===== config.mk =====
export PLATFORM = sky130hd
export DESIGN_NAME = ca_sequencer
export DESIGN_NICKNAME = d
export VERILOG_FILES = /design/src/rtl/ca_pkg.sv /design/src/rtl/ca_prescaler.sv /design/src/rtl/ca_sequencer.sv
export SDC_FILE = /design/constraint.sdc
export NUM_CORES = 1
export LEC_CHECK = 0
export ABC_AREA = 0
export CORE_MARGIN = 2
export CORE_UTILIZATION = 43
export DETAILED_ROUTE_END_ITERATION = 16
export GPL_TIMING_DRIVEN = 0
export PLACE_DENSITY = 0.81
export SLEW_MARGIN = 5
export SYNTH_ARGS = -nofsm -noshare
export SYNTH_HDL_FRONTEND = slang
export SYNTH_HIERARCHICAL = 1
export SYNTH_SLANG_ARGS = --single-unit
export TNS_END_PERCENT = 30

===== constraint.sdc =====
create_clock -name clk -period 3.3 [get_ports clk]
set_clock_uncertainty 0.2 [all_clocks]
set_input_delay 0.66 -clock clk [delete_from_list [all_inputs] [get_ports clk]]
set_output_delay 0.66 -clock clk [all_outputs]
set_load 0.01 [all_outputs]

===== src/rtl/ca_pkg.sv =====
// ca_pkg: shared definitions for the cellular-automaton row.
//   ca_state_t          sequencer FSM state encoding
//   CA_RULE_W           width of a rule number
//   CA_WIDTH_DEFAULT    default cell count, shared with the cell array
//   CA_GEN_MAX_DEFAULT  default generations per run, shared with the display reader
package ca_pkg;

    localparam int CA_RULE_W          = 8;
    localparam int CA_WIDTH_DEFAULT   = 32;
    localparam int CA_GEN_MAX_DEFAULT = 16;

    typedef enum logic [2:0] {
        ST_IDLE    = 3'd0,
        ST_LOAD    = 3'd1,
        ST_CAPTURE = 3'd2,
        ST_WAIT    = 3'd3,
        ST_STEP    = 3'd4,
        ST_DONE    = 3'd5
    } ca_state_t;

endpackage


===== src/rtl/ca_prescaler.sv =====
// ca_prescaler: loadable down-counter with a zero flag.
//   clk, reset   rising-edge clock, synchronous active-low reset
//   load         load load_value this cycle (takes priority over dec)
//   load_value   value to load
//   dec          decrement by one; holds at zero
//   zero         high while the count is zero
module ca_prescaler #(
    parameter int W = 26
) (
    input  logic         clk,
    input  logic         reset,
    input  logic         load,
    input  logic [W-1:0] load_value,
    input  logic         dec,
    output logic         zero
);

    logic [W-1:0] count;

    always_ff @(posedge clk) begin
        if (!reset) begin
            count <= '0;
        end else if (load) begin
            count <= load_value;
        end else if (dec && (count != '0)) begin
            count <= count - 1'b1;
        end
    end

    assign zero = (count == '0);

endmodule


===== src/rtl/ca_sequencer.sv =====
// ca_sequencer: control and capture engine for the cellular-automaton row.
// Latches rule and seed on start, loads the cell array, then paces
// generations with a prescaler and writes each generation's row into a
// history buffer.
//
// Optional feature: define CA_STILL_DETECT_EN to end a run early when a
// captured row equals the previously captured row.
//
// Ports:
//   clk, reset      rising-edge clock, synchronous active-low reset
//   start           level start, sampled only in IDLE and DONE
//   rule_sw, seed   rule number and initial row, latched on start
//   row_state       current state of all cells
//   rule            latched rule, broadcast to the cells
//   initial_state   latched seed, bit i to cell i
//   load_or_run     1 = cells load initial_state, 0 = cells step
//   cell_en         cell array update enable
//   hist_we         history write strobe
//   hist_addr       history row address (generation index)
//   hist_data       row captured this cycle
//   busy, done      run in progress / run finished
//   state_dbg       current FSM state
//
// Handshake: there is none beyond start; every output is either a register
// or a decode of the state register, except hist_data, which passes
// row_state through only while in CAPTURE.
module ca_sequencer
    import ca_pkg::*;
#(
    parameter int WIDTH    = CA_WIDTH_DEFAULT,
    parameter int GEN_MAX  = CA_GEN_MAX_DEFAULT,
    parameter int PRESCALE = 50_000_000
) (
    input  logic                       clk,
    input  logic                       reset,
    input  logic                       start,
    input  logic [CA_RULE_W-1:0]       rule_sw,
    input  logic [WIDTH-1:0]           seed,
    input  logic [WIDTH-1:0]           row_state,
    output logic [CA_RULE_W-1:0]       rule,
    output logic [WIDTH-1:0]           initial_state,
    output logic                       load_or_run,
    output logic                       cell_en,
    output logic                       hist_we,
    output logic [$clog2(GEN_MAX)-1:0] hist_addr,
    output logic [WIDTH-1:0]           hist_data,
    output logic                       busy,
    output logic                       done,
    output ca_state_t                  state_dbg
);

    localparam int AW    = $clog2(GEN_MAX);
    localparam int CNT_W = (PRESCALE > 1) ? $clog2(PRESCALE) : 1;
    localparam logic [AW-1:0]    GEN_LAST   = AW'(GEN_MAX - 1);
    localparam logic [CNT_W-1:0] WAIT_COUNT = CNT_W'(PRESCALE - 1);

    ca_state_t     state_q, state_d;
    logic [AW-1:0] gen;
    logic          wait_zero;
    logic          still_hit;
    logic          accept_start;

    assign accept_start = ((state_q == ST_IDLE) || (state_q == ST_DONE)) && start;

    // Loaded on every CAPTURE; only matters when the next state is WAIT.
    ca_prescaler #(.W(CNT_W)) u_prescaler (
        .clk        (clk),
        .reset      (reset),
        .load       (state_q == ST_CAPTURE),
        .load_value (WAIT_COUNT),
        .dec        (state_q == ST_WAIT),
        .zero       (wait_zero)
    );

`ifdef CA_STILL_DETECT_EN
    logic [WIDTH-1:0] prev_row;

    always_ff @(posedge clk) begin
        if (!reset) begin
            prev_row <= '0;
        end else if (state_q == ST_CAPTURE) begin
            prev_row <= row_state;
        end
    end

    // The seed capture (gen 0) has no predecessor to compare against.
    assign still_hit = (gen != '0) && (row_state == prev_row);
`else
    assign still_hit = 1'b0;
`endif

    // State register
    always_ff @(posedge clk) begin
        if (!reset) begin
            state_q <= ST_IDLE;
        end else begin
            state_q <= state_d;
        end
    end

    // Next-state logic
    always_comb begin
        state_d = state_q;
        case (state_q)
            ST_IDLE, ST_DONE: if (start) state_d = ST_LOAD;
            ST_LOAD:          state_d = ST_CAPTURE;
            ST_CAPTURE:       state_d = ((gen == GEN_LAST) || still_hit) ? ST_DONE : ST_WAIT;
            ST_WAIT:          if (wait_zero) state_d = ST_STEP;
            ST_STEP:          state_d = ST_CAPTURE;
            default:          state_d = ST_IDLE;
        endcase
    end

    // Latched run parameters and generation index
    always_ff @(posedge clk) begin
        if (!reset) begin
            rule          <= '0;
            initial_state <= '0;
            gen           <= '0;
        end else if (accept_start) begin
            rule          <= rule_sw;
            initial_state <= seed;
            gen           <= '0;
        end else if (state_q == ST_STEP) begin
            gen <= gen + 1'b1;
        end
    end

    // Output decode
    always_comb begin
        load_or_run = 1'b0;
        cell_en     = 1'b0;
        hist_we     = 1'b0;
        hist_data   = '0;
        case (state_q)
            ST_LOAD: begin
                cell_en     = 1'b1;
                load_or_run = 1'b1;
            end
            ST_STEP: begin
                cell_en = 1'b1;
            end
            ST_CAPTURE: begin
                hist_we   = 1'b1;
                hist_data = row_state;
            end
            default: ;
        endcase
    end

    assign hist_addr = gen;
    assign busy      = (state_q != ST_IDLE) && (state_q != ST_DONE);
    assign done      = (state_q == ST_DONE);
    assign state_dbg = state_q;

endmodule


==> summary.txt <==
======================================================================================================
Maximum vdd drop                                                                              0.338 mV
Post-synthesis share of cell area spent on xor and xnor gates                                   0.0259
Most common cell after layout, fill and taps aside                                        sky130_fd_sc_hd__clkdlybuf4s50_1
Maximum operating frequency                                                                    311 MHz
Number of enable flip-flop cells after synthesis                                                     0
Share of the synthesized area in compound gates (AO/OA/AOI/OAI)                                  0.130
Worst EP required                                                                              3.33 ns
Starting utilization of the core area                                                            0.448
Worst Hold Endpoint                                                                       initial_state[24]$_SDFFE_PN0P_
Path depth of the worst reg2reg path                                                                 9
Number of buffers between clock root and the deepest sink                                            2
Count of port buffers added during placement                                                       158
Share of cells above drive strength 1                                                           0.0583
Die ar.                                                                                     9410 sq um
Length of the first detailed-routing pass in iterations                                              4
Period minus WS final                                                                          3.22 ns
Number of diodes added for antenna fixing                                                            0
Clock tree root driver cell                                                               sky130_fd_sc_hd__clkbuf_8
Origin of the critical flop-to-flop path                                                  u_prescaler/count[0]$_SDFFE_PN0P_
Cells on Worst Hold Path                                                                             2
Post-DRT Antenna Nets                                                                                0
Class of the worst hold path                                                              register to register
Wire per inst                                                                                  15.1 um
Total cell area at the placement stage                                                      5520 sq um
Horiz. Die Dim                                                                                 97.0 um
Longest individual stage delay on the worst path                                               0.52 ns
Prevailing post-synth register cell                                                       sky130_fd_sc_hd__dfxtp_1
Latest clock arrival within the worst-skew pair                                                0.35 ns
Most used cells in the layout excluding fill and tap cells                                sky130_fd_sc_hd__clkdlybuf4s50_1, sky130_fd_sc_hd__nand2_1, sky130_fd_sc_hd__dfxtp_1
First-pass GRT wire length                                                                    18600 um
Number of max-slew violations in the final report                                                    0
Worst setup timing slack at the placement stage                                               0.114 ns
Actual slew at the worst max-slew pin                                                         0.970 ns
Multiplexer fraction of the synthesized cell area                                                0.113
Setup TNS after final layout                                                                      0 ns
Design Area, Final                                                                          5740 sq um
Number of different library cells in the post-synthesis netlist                                     48
Flop-to-flop setup slack                                                                       0.08 ns
Core box area                                                                               8300 sq um
Yosys Warn Count                                                                                     6
Nets                                                                                               724
Path type of the worst setup path                                                         register to register
Basic-gate share of the synthesized area counting and, or, nand and nor cells                    0.281
Count of H-tree levels built during CTS                                                              3
CTS tree                                                                                           yes
Synth-to-layout area growth                                                                      54.2%
Fraction of the yosys area taken by sequential cells                                             0.393
Number of buffers added by the clock tree synthesis step                                             9
Reg-to-reg critical path endpoint                                                         u_prescaler/count[22]$_SDFFE_PN0P_
DR vias                                                                                           3909
Number of cells produced by synthesis                                                              453
Flops & latches, synth                                                                              73
Startpoint type of the worst setup path                                                       register
Clock transition at the register clock pins on the worst setup and hold paths after CTS        0.09 ns
Synthesized area                                                                            3720 sq um
Vias per std cell                                                                                 5.16
Largest family of logic cells by synthesized area                                         simple AND/OR/NAND/NOR gates
Number of antenna violations at the first check in global routing                                    0
Areal power density over the cells                                                         449 nW/um^2
DRC Markers                                                                                          0
Asr flop ratio synth                                                                                 0
Routed Wire Length                                                                            11400 um
Crit path setup slack, layout                                                                0.0833 ns
Outcome                                                                                      completed
CTS sink cnt                                                                                        73
Leakage Power                                                                               0.00220 uW
Fin crit share                                                                                   0.975
Crit-path slowest cell                                                                    sky130_fd_sc_hd__or4_4
Vias in the first global route                                                                    3882
Number of placement rows                                                                            33
Fin. Hold Viols                                                                                      0
Mean Syn Cell Area                                                                          8.21 sq um
Detailed router's first-iteration violation count                                                  148
Die height                                                                                     97.0 um
Final HPWL DP                                                                                  8680 um
Top-level port count                                                                               159
Global-route congestion overflow total                                                               0
Largest net degree at the start of global routing                                                   20
Setup repair after global routing missed its margin                                               true
Worst setup EP type                                                                           register
Cells along the critical path                                                             inv_1 -> ha_1 -> or4b_1 -> clkbuf_1 -> or4_1 -> buf_2 -> or4_4 -> o31a_1 -> o311a_1
Largest fanout on the critical path                                                                  8
Final setup violating endpoints                                                                      0
Last weighted congestion value of the routability-driven placer                                  0.874
GRT Util Overall                                                                                 0.239
Arrival time at the worst endpoint                                                             3.24 ns
Worst slew margin relative to its limit                                                          0.349
Startpoint of the tightest hold check path                                                initial_state[24]$_SDFFE_PN0P_
Adder-Cell Fraction of Synth Area                                                              0.00673
Maxcap violations                                                                                    0
======================================================================================================
-- metrics by stage --
step | hold slack [ns] | util | total power [uW] | cells
6_report | 0.262 | 0.691 | 2580 | 757
5_1_grt | 0.279 | 0.691 | 2720 | 757
4_1_cts | 0.265 | 0.689 | 2580 | 756
3_5_place_dp | 0.247 | 0.665 | 1910 | 740
3_3_place_gp | 0.242 | 0.665 | 1880 | 740
2_1_floorplan | 0.257 | - | 1530 | 477
-- where the power goes --
part	leakage (uW)	internal, uW	switching [uW]
Combinational	0.00151	428	436
Clock	0.0000895	301	367
Sequential	0.000598	974	70.8
Total	0.00220	1700	873
-- final cells by class --
| type | count | area [sq um] |
|---|---|---|
| buffer | 36 | 153 |
| sequential | 73 | 1460 |
| clock buffer | 10 | 138 |
| multi-input combinational | 359 | 2180 |
| timing repair buffer | 159 | 1590 |
| clock inverter | 6 | 50.0 |
| tap | 105 | 131 |
| inverter | 9 | 33.8 |
| fill | 646 | 2560 |
-- state kept, by name, summed over array words and instances, names as in the netlist --
register           count
u_prescaler/count     26
initial_state         32
rule                   8
hist_addr              4
state_dbg              3
-- worst max-delay path, delay by kind of cell (launching register included) --
| family | cells | cell delay, ns |
|---|---|---|
| AO/OA/AOI/OAI | 2 | 0.59 |
| adder cells (fa/ha/maj) | 1 | 0.16 |
| buffers and inverters | 3 | 0.48 |
| flip-flops | 1 | 0.33 |
| AND/OR/NAND/NOR | 3 | 1.35 |
-- per-layer routing --
metal,global-route usage,up-vias,part of all wire
li1,-,1945,-
met1,0.274,1827,0.40
met3,0.0853,12,0.086
met2,0.418,125,0.51
met5,0,-,0
met4,0.0693,0,0.012
-- cell families after synthesis --
family / count (synthesis)
other cells: 2
flops: 73
mux: 42
buf+inv: 45
simple gates: 203
compound gates: 75
xor+xnor: 11
fa+ha+maj: 2
-- cells in the mapped netlist (2+ instances only) --
| library cell | instances | area (sq um) |
|---|---|---|
| sky130_fd_sc_hd__a211oi_1 | 6 | 45.0 |
| sky130_fd_sc_hd__nor2_1 | 12 | 45.0 |
| sky130_fd_sc_hd__buf_2 | 9 | 45.0 |
| sky130_fd_sc_hd__nand2b_1 | 5 | 31.3 |
| sky130_fd_sc_hd__inv_1 | 9 | 33.8 |
| sky130_fd_sc_hd__mux2i_1 | 42 | 420 |
| sky130_fd_sc_hd__o31ai_1 | 4 | 30.0 |
| sky130_fd_sc_hd__and3_1 | 2 | 12.5 |
| sky130_fd_sc_hd__and2_1 | 32 | 200 |
| sky130_fd_sc_hd__and4_1 | 2 | 17.5 |
| sky130_fd_sc_hd__nor3b_1 | 5 | 37.5 |
| sky130_fd_sc_hd__a31oi_1 | 8 | 50.1 |
| sky130_fd_sc_hd__nand4_1 | 6 | 37.5 |
| sky130_fd_sc_hd__ha_1 | 2 | 25.0 |
| sky130_fd_sc_hd__conb_1 | 2 | 7.51 |
| sky130_fd_sc_hd__a311oi_1 | 2 | 17.5 |
| sky130_fd_sc_hd__or2_2 | 5 | 31.3 |
| sky130_fd_sc_hd__nand3_1 | 4 | 20.0 |
| sky130_fd_sc_hd__nor2b_1 | 3 | 18.8 |
| sky130_fd_sc_hd__dfxtp_1 | 73 | 1460 |
| sky130_fd_sc_hd__nor3_1 | 11 | 55.1 |
| sky130_fd_sc_hd__or4_1 | 8 | 60.1 |
| sky130_fd_sc_hd__o21ai_0 | 25 | 125 |
| sky130_fd_sc_hd__o311a_1 | 2 | 20.0 |
| sky130_fd_sc_hd__xnor2_1 | 9 | 78.8 |
| sky130_fd_sc_hd__o31a_1 | 2 | 17.5 |
| sky130_fd_sc_hd__nor4_1 | 6 | 37.5 |
| sky130_fd_sc_hd__a21oi_1 | 15 | 75.1 |
| sky130_fd_sc_hd__nand2_1 | 86 | 323 |
| sky130_fd_sc_hd__or3_1 | 11 | 68.8 |
| sky130_fd_sc_hd__xor2_1 | 2 | 17.5 |
| sky130_fd_sc_hd__clkbuf_1 | 27 | 101 |
-- worst max-delay path by stage --
stage	start	cells past startpoint	slack (ns)	endpoint
after floorplan	u_prescaler/count[0]$_SDFFE_PN0P_	9	0.30	u_prescaler/count[22]$_SDFFE_PN0P_
after global placement	state_dbg[2]$_SDFFE_PN0P_	5	0.14	hist_data[24]
after detailed placement	u_prescaler/count[0]$_SDFFE_PN0P_	9	0.11	u_prescaler/count[22]$_SDFFE_PN0P_
after CTS	state_dbg[0]$_SDFFE_PN0P_	8	0.03	u_prescaler/count[22]$_SDFFE_PN0P_
after global routing	state_dbg[1]$_SDFFE_PN0P_	8	-0.06	u_prescaler/count[22]$_SDFFE_PN0P_
final	u_prescaler/count[0]$_SDFFE_PN0P_	9	0.08	u_prescaler/count[22]$_SDFFE_PN0P_
-- repair_timing --
action,4_1_cts,5_1_grt
hold endpoints to repair,0,0
buffers inserted,0,1
pin swaps,0,1
resized for setup,2,7
setup endpoints to repair,30,32
hold buffers,0,0
Note: power is estimated with default switching activity, not from simulation.
